<file path="src/rtl/decode.sv">
// Instruction-decode stage: control/immediate decode, register file, BEQ resolution,
// load-use style hazard stall and the ID/EX pipeline register.
module decode (
  input  logic        clock,
  input  logic        reset,
  input  logic        write_enable,
  input  logic [31:0] instruction,
  input  logic [31:0] pc,
  input  logic [31:0] Din,
  input  logic [4:0]  dest_ex_mem,
  input  logic [4:0]  dest_mem_wb,
  input  logic [4:0]  reg_destino_exe,
  output logic        pc_enable,
  output logic        if_id_enable,
  output logic        mem_to_reg_out,
  output logic        reg_write_out,
  output logic        mem_read_out,
  output logic        mem_write_out,
  output logic        beq_instruction_out,
  output logic        aluSrc_out,
  output logic [1:0]  aluOp_out,
  output logic [4:0]  rs1_out,
  output logic [4:0]  rs2_out,
  output logic [4:0]  rd_out,
  output logic [31:0] imediato_out,
  output logic [31:0] pc_branch_value,
  output logic        mux_sel_IF
);

  localparam logic [6:0] OP_R     = 7'b0110011;
  localparam logic [6:0] OP_LOAD  = 7'b0000011;
  localparam logic [6:0] OP_STORE = 7'b0100011;
  localparam logic [6:0] OP_BEQ   = 7'b1100011;

  logic [6:0]  opcode;
  logic [4:0]  rs1, rs2, rd;
  logic        unused_funct3;

  assign opcode        = instruction[6:0];
  assign rs1           = instruction[19:15];
  assign rs2           = instruction[24:20];
  assign rd            = instruction[11:7];
  assign unused_funct3 = ^instruction[14:12];

  logic        reg_write_d, mem_read_d, mem_to_reg_d, mem_write_d, beq_d, alu_src_d;
  logic [1:0]  alu_op_d;
  logic [31:0] imm_d;
  logic        use_rs1, use_rs2;

  always_comb begin
    reg_write_d  = 1'b0;
    mem_read_d   = 1'b0;
    mem_to_reg_d = 1'b0;
    mem_write_d  = 1'b0;
    beq_d        = 1'b0;
    alu_src_d    = 1'b0;
    alu_op_d     = 2'b00;
    imm_d        = '0;
    use_rs1      = 1'b0;
    use_rs2      = 1'b0;
    case (opcode)
      OP_R: begin
        reg_write_d = 1'b1;
        alu_op_d    = 2'b10;
        use_rs1     = 1'b1;
        use_rs2     = 1'b1;
      end
      OP_LOAD: begin
        reg_write_d  = 1'b1;
        mem_read_d   = 1'b1;
        mem_to_reg_d = 1'b1;
        alu_src_d    = 1'b1;
        imm_d        = {{20{instruction[31]}}, instruction[31:20]};
        use_rs1      = 1'b1;
      end
      OP_STORE: begin
        mem_write_d = 1'b1;
        alu_src_d   = 1'b1;
        imm_d       = {{20{instruction[31]}}, instruction[31:25], instruction[11:7]};
        use_rs1     = 1'b1;
        use_rs2     = 1'b1;
      end
      OP_BEQ: begin
        beq_d    = 1'b1;
        alu_op_d = 2'b01;
        imm_d    = {{19{instruction[31]}}, instruction[31], instruction[7],
                    instruction[30:25], instruction[11:8], 1'b0};
        use_rs1  = 1'b1;
        use_rs2  = 1'b1;
      end
      default: ;
    endcase
  end

  // Register file; x0 is never written and always reads zero.
  logic [31:0] regs_q [32];
  logic        wb_hit;
  logic [31:0] rs1_val, rs2_val;

  assign wb_hit = write_enable && (dest_mem_wb != 5'd0);

  always_ff @(posedge clock) begin
    if (reset) begin
      for (int i = 0; i < 32; i++) regs_q[i] <= '0;
    end else if (wb_hit) begin
      regs_q[dest_mem_wb] <= Din;
    end
  end

  always_comb begin
    if (rs1 == 5'd0)                         rs1_val = '0;
    else if (wb_hit && dest_mem_wb == rs1)   rs1_val = Din;
    else                                     rs1_val = regs_q[rs1];
    if (rs2 == 5'd0)                         rs2_val = '0;
    else if (wb_hit && dest_mem_wb == rs2)   rs2_val = Din;
    else                                     rs2_val = regs_q[rs2];
  end

  // A match against WB alone is resolved by write-through, so only EX and MEM stall.
  logic stall;
  assign stall = (use_rs1 && rs1 != 5'd0 && (rs1 == reg_destino_exe || rs1 == dest_ex_mem)) ||
                 (use_rs2 && rs2 != 5'd0 && (rs2 == reg_destino_exe || rs2 == dest_ex_mem));

  assign pc_enable       = ~stall;
  assign if_id_enable    = ~stall;
  assign pc_branch_value = pc + imm_d;
  assign mux_sel_IF      = beq_d & ~stall & (rs1_val == rs2_val);

  logic        reg_write_q, mem_read_q, mem_to_reg_q, mem_write_q, beq_q, alu_src_q;
  logic [1:0]  alu_op_q;
  logic [4:0]  rs1_q, rs2_q, rd_q;
  logic [31:0] imm_q;

  always_ff @(posedge clock) begin
    if (reset || stall) begin
      reg_write_q  <= 1'b0;
      mem_read_q   <= 1'b0;
      mem_to_reg_q <= 1'b0;
      mem_write_q  <= 1'b0;
      beq_q        <= 1'b0;
      alu_src_q    <= 1'b0;
      alu_op_q     <= 2'b00;
      rs1_q        <= '0;
      rs2_q        <= '0;
      rd_q         <= '0;
      imm_q        <= '0;
    end else begin
      reg_write_q  <= reg_write_d;
      mem_read_q   <= mem_read_d;
      mem_to_reg_q <= mem_to_reg_d;
      mem_write_q  <= mem_write_d;
      beq_q        <= beq_d;
      alu_src_q    <= alu_src_d;
      alu_op_q     <= alu_op_d;
      rs1_q        <= rs1;
      rs2_q        <= rs2;
      rd_q         <= rd;
      imm_q        <= imm_d;
    end
  end

  assign reg_write_out       = reg_write_q;
  assign mem_read_out        = mem_read_q;
  assign mem_to_reg_out      = mem_to_reg_q;
  assign mem_write_out       = mem_write_q;
  assign beq_instruction_out = beq_q;
  assign aluSrc_out          = alu_src_q;
  assign aluOp_out           = alu_op_q;
  assign rs1_out             = rs1_q;
  assign rs2_out             = rs2_q;
  assign rd_out              = rd_q;
  assign imediato_out        = imm_q;

endmodule

</file>
<file path="config.mk">
export PLATFORM = sky130hd
export DESIGN_NAME = decode
export DESIGN_NICKNAME = d
export VERILOG_FILES = /design/src/rtl/decode.sv
export SDC_FILE = /design/constraint.sdc
export NUM_CORES = 2
export LEC_CHECK = 0
export BUFFER_PORTS_ARGS = -buffer_cell sky130_fd_sc_hd__buf_2
export CAP_MARGIN = 20
export CORE_ASPECT_RATIO = 1.4
export CORE_UTILIZATION = 63
export DETAILED_ROUTE_END_ITERATION = 16
export GPL_ROUTABILITY_DRIVEN = 0
export PLACE_DENSITY = 0.83
export SLEW_MARGIN = 20
export SYNTH_ARGS = -nofsm -noshare
export SYNTH_HDL_FRONTEND = slang
export SYNTH_SLANG_ARGS = --single-unit
</file>
<file path="constraint.sdc">
create_clock -name clock -period 8.4 [get_ports clock]
set_clock_uncertainty 0.05 [all_clocks]
set_input_delay 1.68 -clock clock [delete_from_list [all_inputs] [get_ports clock]]
set_output_delay 1.68 -clock clock [all_outputs]
set_load 0.05 [all_outputs]
</file>
# Word level (Yosys, flattened, before mapping)
# Memory sizes are Yosys's and may differ from the RTL's.
# Index checks and enable logic that the tools add are counted.
dict set report op_classes {
  n_eq_ne 11
  n_mux 21
  n_addsub 1
  reduce_logical 21
  bitwise 3
}
# op n
set ops {}
lappend ops {{$mux W32} 5}
lappend ops {{$pmux W32 S3} 1}
lappend ops {{$add A32 B32 Y32} 1}
lappend ops {{$eq A32 B32 Y1} 1}
lappend ops {{$reduce_or A32 Y1} 1}
lappend ops {{$eq A5 B5 Y1} 6}
lappend ops {{$reduce_bool A5 Y1} 3}
lappend ops {{$eq A7 B6 Y1 const B} 2}
lappend ops {{$mux W1} 13}
lappend ops {{$logic_not A5 Y1} 2}
lappend ops {{$eq A7 B2 Y1 const B} 1}
lappend ops {{$eq A7 B7 Y1 const B} 1}
lappend ops {{$logic_and A1 B1 Y1} 7}
lappend ops {{$mux W5} 1}
lappend ops {{$logic_or A1 B1 Y1} 4}
lappend ops {{$pmux W2 S2} 1}
lappend ops {{$reduce_or A2 Y1} 2}
lappend ops {{$reduce_or A4 Y1} 1}
lappend ops {{$reduce_or A3 Y1} 1}
lappend ops {{$and A1 B1 Y1} 2}
lappend ops {{$not A1 Y1} 1}
dict set report word_totals {
  mem_bits_rw 1024
  regBits 54
  mem_count 1
  wordCells 68
  output_inout_bits 90
  inputBits 114
}
# name depth width read_ports rd_ports_with_merged_regs wr line_no
set mem_list {}
lappend mem_list {regs_q 32 32 2 0 32 96} ;# logic [31:0] regs_q [32];

# Logic depth before layout (Yosys ltp)
dict set report depth {
  word_depth 9
  ltp_mapped 22
  ltp_nobuf 16
}

# Worst setup path before layout
# OpenSTA, ideal clock, no wires.
dict set report synth_timing {
  kind {input-to-output}
  start {input instruction[21]}
  end {output pc_branch_value[25]}
  cell_stages 18
  t_arrival_ps 5972
  setup_slack_ps 698
  required_ps 6670
  n_path_buf 5
  path_cell_list {buf_6 > buf_4 > clkbuf_1 > buf_2 > buf_1 > a22o_1 > nand2_1 > inv_1 > ha_1 > a21o_1 > a21oi_1 > o21ai_0 > a21oi_1 > o21ai_0 > a21oi_1 > o21ai_0 > o21ai_0 > xor2_1}
}
dict set report synth_between {
  elab_chain_len 2
}
# item line_no
set synth_lines {}
lappend synth_lines {{start, declared} 7} ;# input logic [31:0] instruction,
lappend synth_lines {{$pmux W32 S3} 61} ;# case (opcode)
lappend synth_lines {{via imm_d[1]} 47} ;# logic [31:0] imm_d;
lappend synth_lines {{$add A32 B32 Y32} 126} ;# assign pc_branch_value = pc + imm_d;
lappend synth_lines {{end, declared} 26} ;# output logic [31:0] pc_branch_value,
# The timed path passes the listed nets, and every way through them passes these cells.

# Worst setup path in the final report
dict set report layout_timing {
  start {input instruction[20]}
  end {output mux_sel_IF}
}
dict set report layout_between {
  elab_chain_len 7
  elab_cells_between_ends 17
  classes_between {4 x eq/ne; 2 x mux; 3 x bitwise; 7 x reduce/logical; 1 x memory}
}
# item line_no
set layout_lines {}
lappend layout_lines {{parallel branches: the longest is 6 deep, another holds $mem_v2 Z32 W32} -}
lappend layout_lines {{$and A1 B1 Y1 (*)} 127} ;# assign mux_sel_IF = beq_d & ~stall & (rs1_val == rs2_val);
lappend layout_lines {{end, declared} 27} ;# output logic mux_sel_IF
# Every way passes the cells marked *.

==> metrics.md <==
| Metric | Value |
|---|---|
| Sequential fraction of the synthesis area | 0.540 |
| Max Fanout on Critical Path | 37 |
| Pins Over Slew Limit | 0 |
| Worst hold path class | input port to register |
| Worst Setup Path Type | input port to primary output |
| Initial antenna violation count | 19 |
| Die width | 259 um |
| Max Root-Sink Buffers | 3 |
| Net Sw Power | about 3000 uW |
| Fin crit share | 0.965 |
| Post CTS Setup Buffer Count | 0 |
| Die area | 93700 um2 |
| GRT overflow | 0 |
| Largest cells by area after synthesis | edfxtp_1, mux4_2, and2_1, clkbuf_1, dfxtp_1 |
| Worst-path clk slew | about 0.06 ns |
| Post-Place Worst Slack | between 0.5 and 0.6 ns |
| Top-Level Pins | 204 |
| Status | finished clean |
| Root buffer cell | clkbuf_16 |
| Netlist cell types | between 70 and 80 |
| First-pass GRT wire length | around 260000 um |
| H-tree depth | 3 |
| Routed WL per cell | roughly 34 um |
| RSZ-0062 raised after global routing | false |
| Post-Route Setup TNS | 0 ns |
| Largest area contributor in the netlist | edfxtp_1 |
| Ratio of cells with drive above 1 in the final layout | 0.284 |
| Hold Buf Count CTS | 0 |
| LEAKAGE | 0.0220 uW |
| Post-synthesis register bit count | around 1.1k |
| Final Hold Viols | 0 |
| Peak supply drop | 0.158 mV |
| Effective utilization at floorplan | 0.638 |
| Non-filler instance count after layout | ~5.3k |
| Final number of setup-violating endpoints | 0 |
| Total clock sinks | 1059 |
| Post-placement cell area | a little over 60000 um2 |
| Placed cells | roughly 5k |
| Clock power share | 0.356 |
| Ys async rst share | 0 |
| Fmax | 123 MHz |
| CP Data Arrival Time | ~6.4 ns |
| Vias in the first global route | 39.2k |
| CP required | around 6.7 ns |
| Syn Inst Count | 3920 |
| Final ANT Viol Nets | 0 |
| Post-Syn Area | about 58000 um2 |
| Combinational Power Share | 0.137 |
| CTS tree | done |
| Worst setup SP type | input port |
| EDFF count, synth | between 1k and 1.5k |
| Worst slew pin tran | about 1.3 ns |
| Core Region | ~91000 um2 |
| Switching Share | 0.252 |
| Largest net degree at the start of global routing | a little over 60 |
| Pwr Density | around 190 nW/um2 |
| CTS Buf Count | just over 90 |
| YS warnings | 0 |
| Die H | approximately 360 um |
| Slew headroom | 0.158 |
| Vias/cell | ~7.4 |
| Final min period | between 8 and 9 ns |
| Max Cap Viol | 0 |
| Area Growth Syn to Fin | 8.87% |
| CP endpoint kind | primary output |
| Register share of total power | 0.507 |
| Vias after detailed routing | slightly below 40k |
| Post_cts resized | 0 |
| Design internal power | approximately 9200 uW |
| Final worst slack | 0.291 ns |
| Main synth FF type | edfxtp_1 |
| Share of the synthesized area in the top cell type | 0.528 |
| Post-layout nets | a little over 4k |
| Routed wire length | ~180000 um |
| Post-DP HPWL | about 110000 um |
| Cell Rows | roughly 130 |
| Total GRT Usage | 0.390 |
| Residual DRC | 0 |
| Syn_area_per_cell | 14.9 um2 |
| I/O Buffers | 200 |
| Initial DRC Count | around 6.4k |
| Final Instance Area | between 60000 and 70000 um2 |
| Drt pass-1 iters | 9 |
kinds of logic after synthesis:
| logic type | share of synthesized area |
|---|---|
| AND/OR/NAND/NOR | 0.142 |
| AO/OA/AOI/OAI | 0.0380 |
| buffers and inverters | 0.0391 |
| adder cells (fa/ha/maj) | 0.00292 |
| flip-flops | 0.540 |
| XOR/XNOR | 0.0135 |
| other | 0.0000643 |
| multiplexers | 0.224 |
power by group through the flow:
stage / Clock (uW) / Combinational (uW) / Sequential [uW]
detailed placement: 0 / 1610 / 6320
finish: 4370 / 1680 / 6220
CTS: 4370 / 1620 / 6210
global placement: 0 / 1580 / 6280
global route: 4540 / 1720 / 6240
floorplan: 0 / 1100 / 6270
sequential cells by signal, summed over array words and instances, names as in the netlist:
register / count
reg_write_out: 1
regs_q: 1024
aluSrc_out: 1
aluOp_out: 2
mem_to_reg_out: 1
rs1_out: 5
rd_out: 5
beq_instruction_out: 1
rs2_out: 5
mem_write_out: 1
imediato_out: 13
critical path, stage by stage:
cell and delay, ns:
buf_8 0.36, buf_4 0.31, mux4_2 0.51, mux4_2 0.54, nor2b_1 0.16, a221oi_1 0.28, xor2_1 0.40, nor4_1 0.70
nand3_1 0.35, nor4_2 0.60, buf_2 0.39
through the flow:
step | utilization | hold WS [ns] | power [uW]
after floorplan | - | 1.75 | 7370
after global placement | 0.662 | 1.85 | 7870
after detailed placement | 0.662 | 1.85 | 7930
after CTS | 0.695 | 1.13 | 12200
after global routing | 0.695 | 1.17 | 12500
final | 0.695 | 1.16 | 12300
metal layers:
| layer | global-route usage | part of all wire |
|---|---|---|
| met5 | 0 | 0.00055 |
| met4 | 0.285 | 0.083 |
| met3 | 0.118 | 0.15 |
| met2 | 0.617 | 0.47 |
| met1 | 0.452 | 0.29 |
cells in the final DEF (no fill, tap or decap), types with 10 or more instances in the layout:
master	count
buf_12	16
mux4_2	543
nand4_1	11
xor2_1	40
o21ai_0	20
ha_1	12
mux2i_1	53
buf_2	192
buf_4	156
nor3_1	88
nor2_4	13
nor4_1	11
nor2b_1	51
clkbuf_16	95
diode_2	10
or2_2	36
edfxtp_1	1024
nor2_2	23
xnor2_1	50
clkinv_2	18
inv_1	15
nand3_1	27
dfxtp_1	35
conb_1	32
nor2_1	44
and2_1	972
a211oi_1	20
nand2_1	59
a221oi_1	42
clkinv_1	18
a21oi_1	50
a22oi_1	86
clkbuf_1	13
o22ai_1	30
worst paths after layout:
check | from | to | slack, ns | cells after the start
min | instruction[11] | rd_out[4]$_SDFF_PP0_ | 1.16 | 2
max | instruction[20] | mux_sel_IF | 0.29 | 11
cell usage after synthesis, types with 12 or more instances:
cell type,n
and2_1,971
a22oi_1,86
nor2_1,79
xnor2_1,50
dfxtp_1,35
clkbuf_1,284
buf_2,40
ha_1,12
inv_1,15
nor2b_1,54
nor3_1,88
buf_6,31
a21oi_1,50
mux4_2,543
o22ai_1,30
or2_2,36
edfxtp_1,1024
mux2i_1,53
buf_1,13
nand3_1,27
xor2_1,40
o21ai_0,21
a221oi_1,42
nand2_1,59
buf_4,61
a211oi_1,20
layout make-up:
cell class,count,area (um2)
sequential,1059,31500
clock buffer,116,2540
inverter,16,60.1
timing repair buffer,369,2520
antenna,10,25.0
fill,5616,27900
clock inverter,53,488
multi-input combinational,2441,24900
tap,1197,1500
Power figures use the tool's default switching activity.
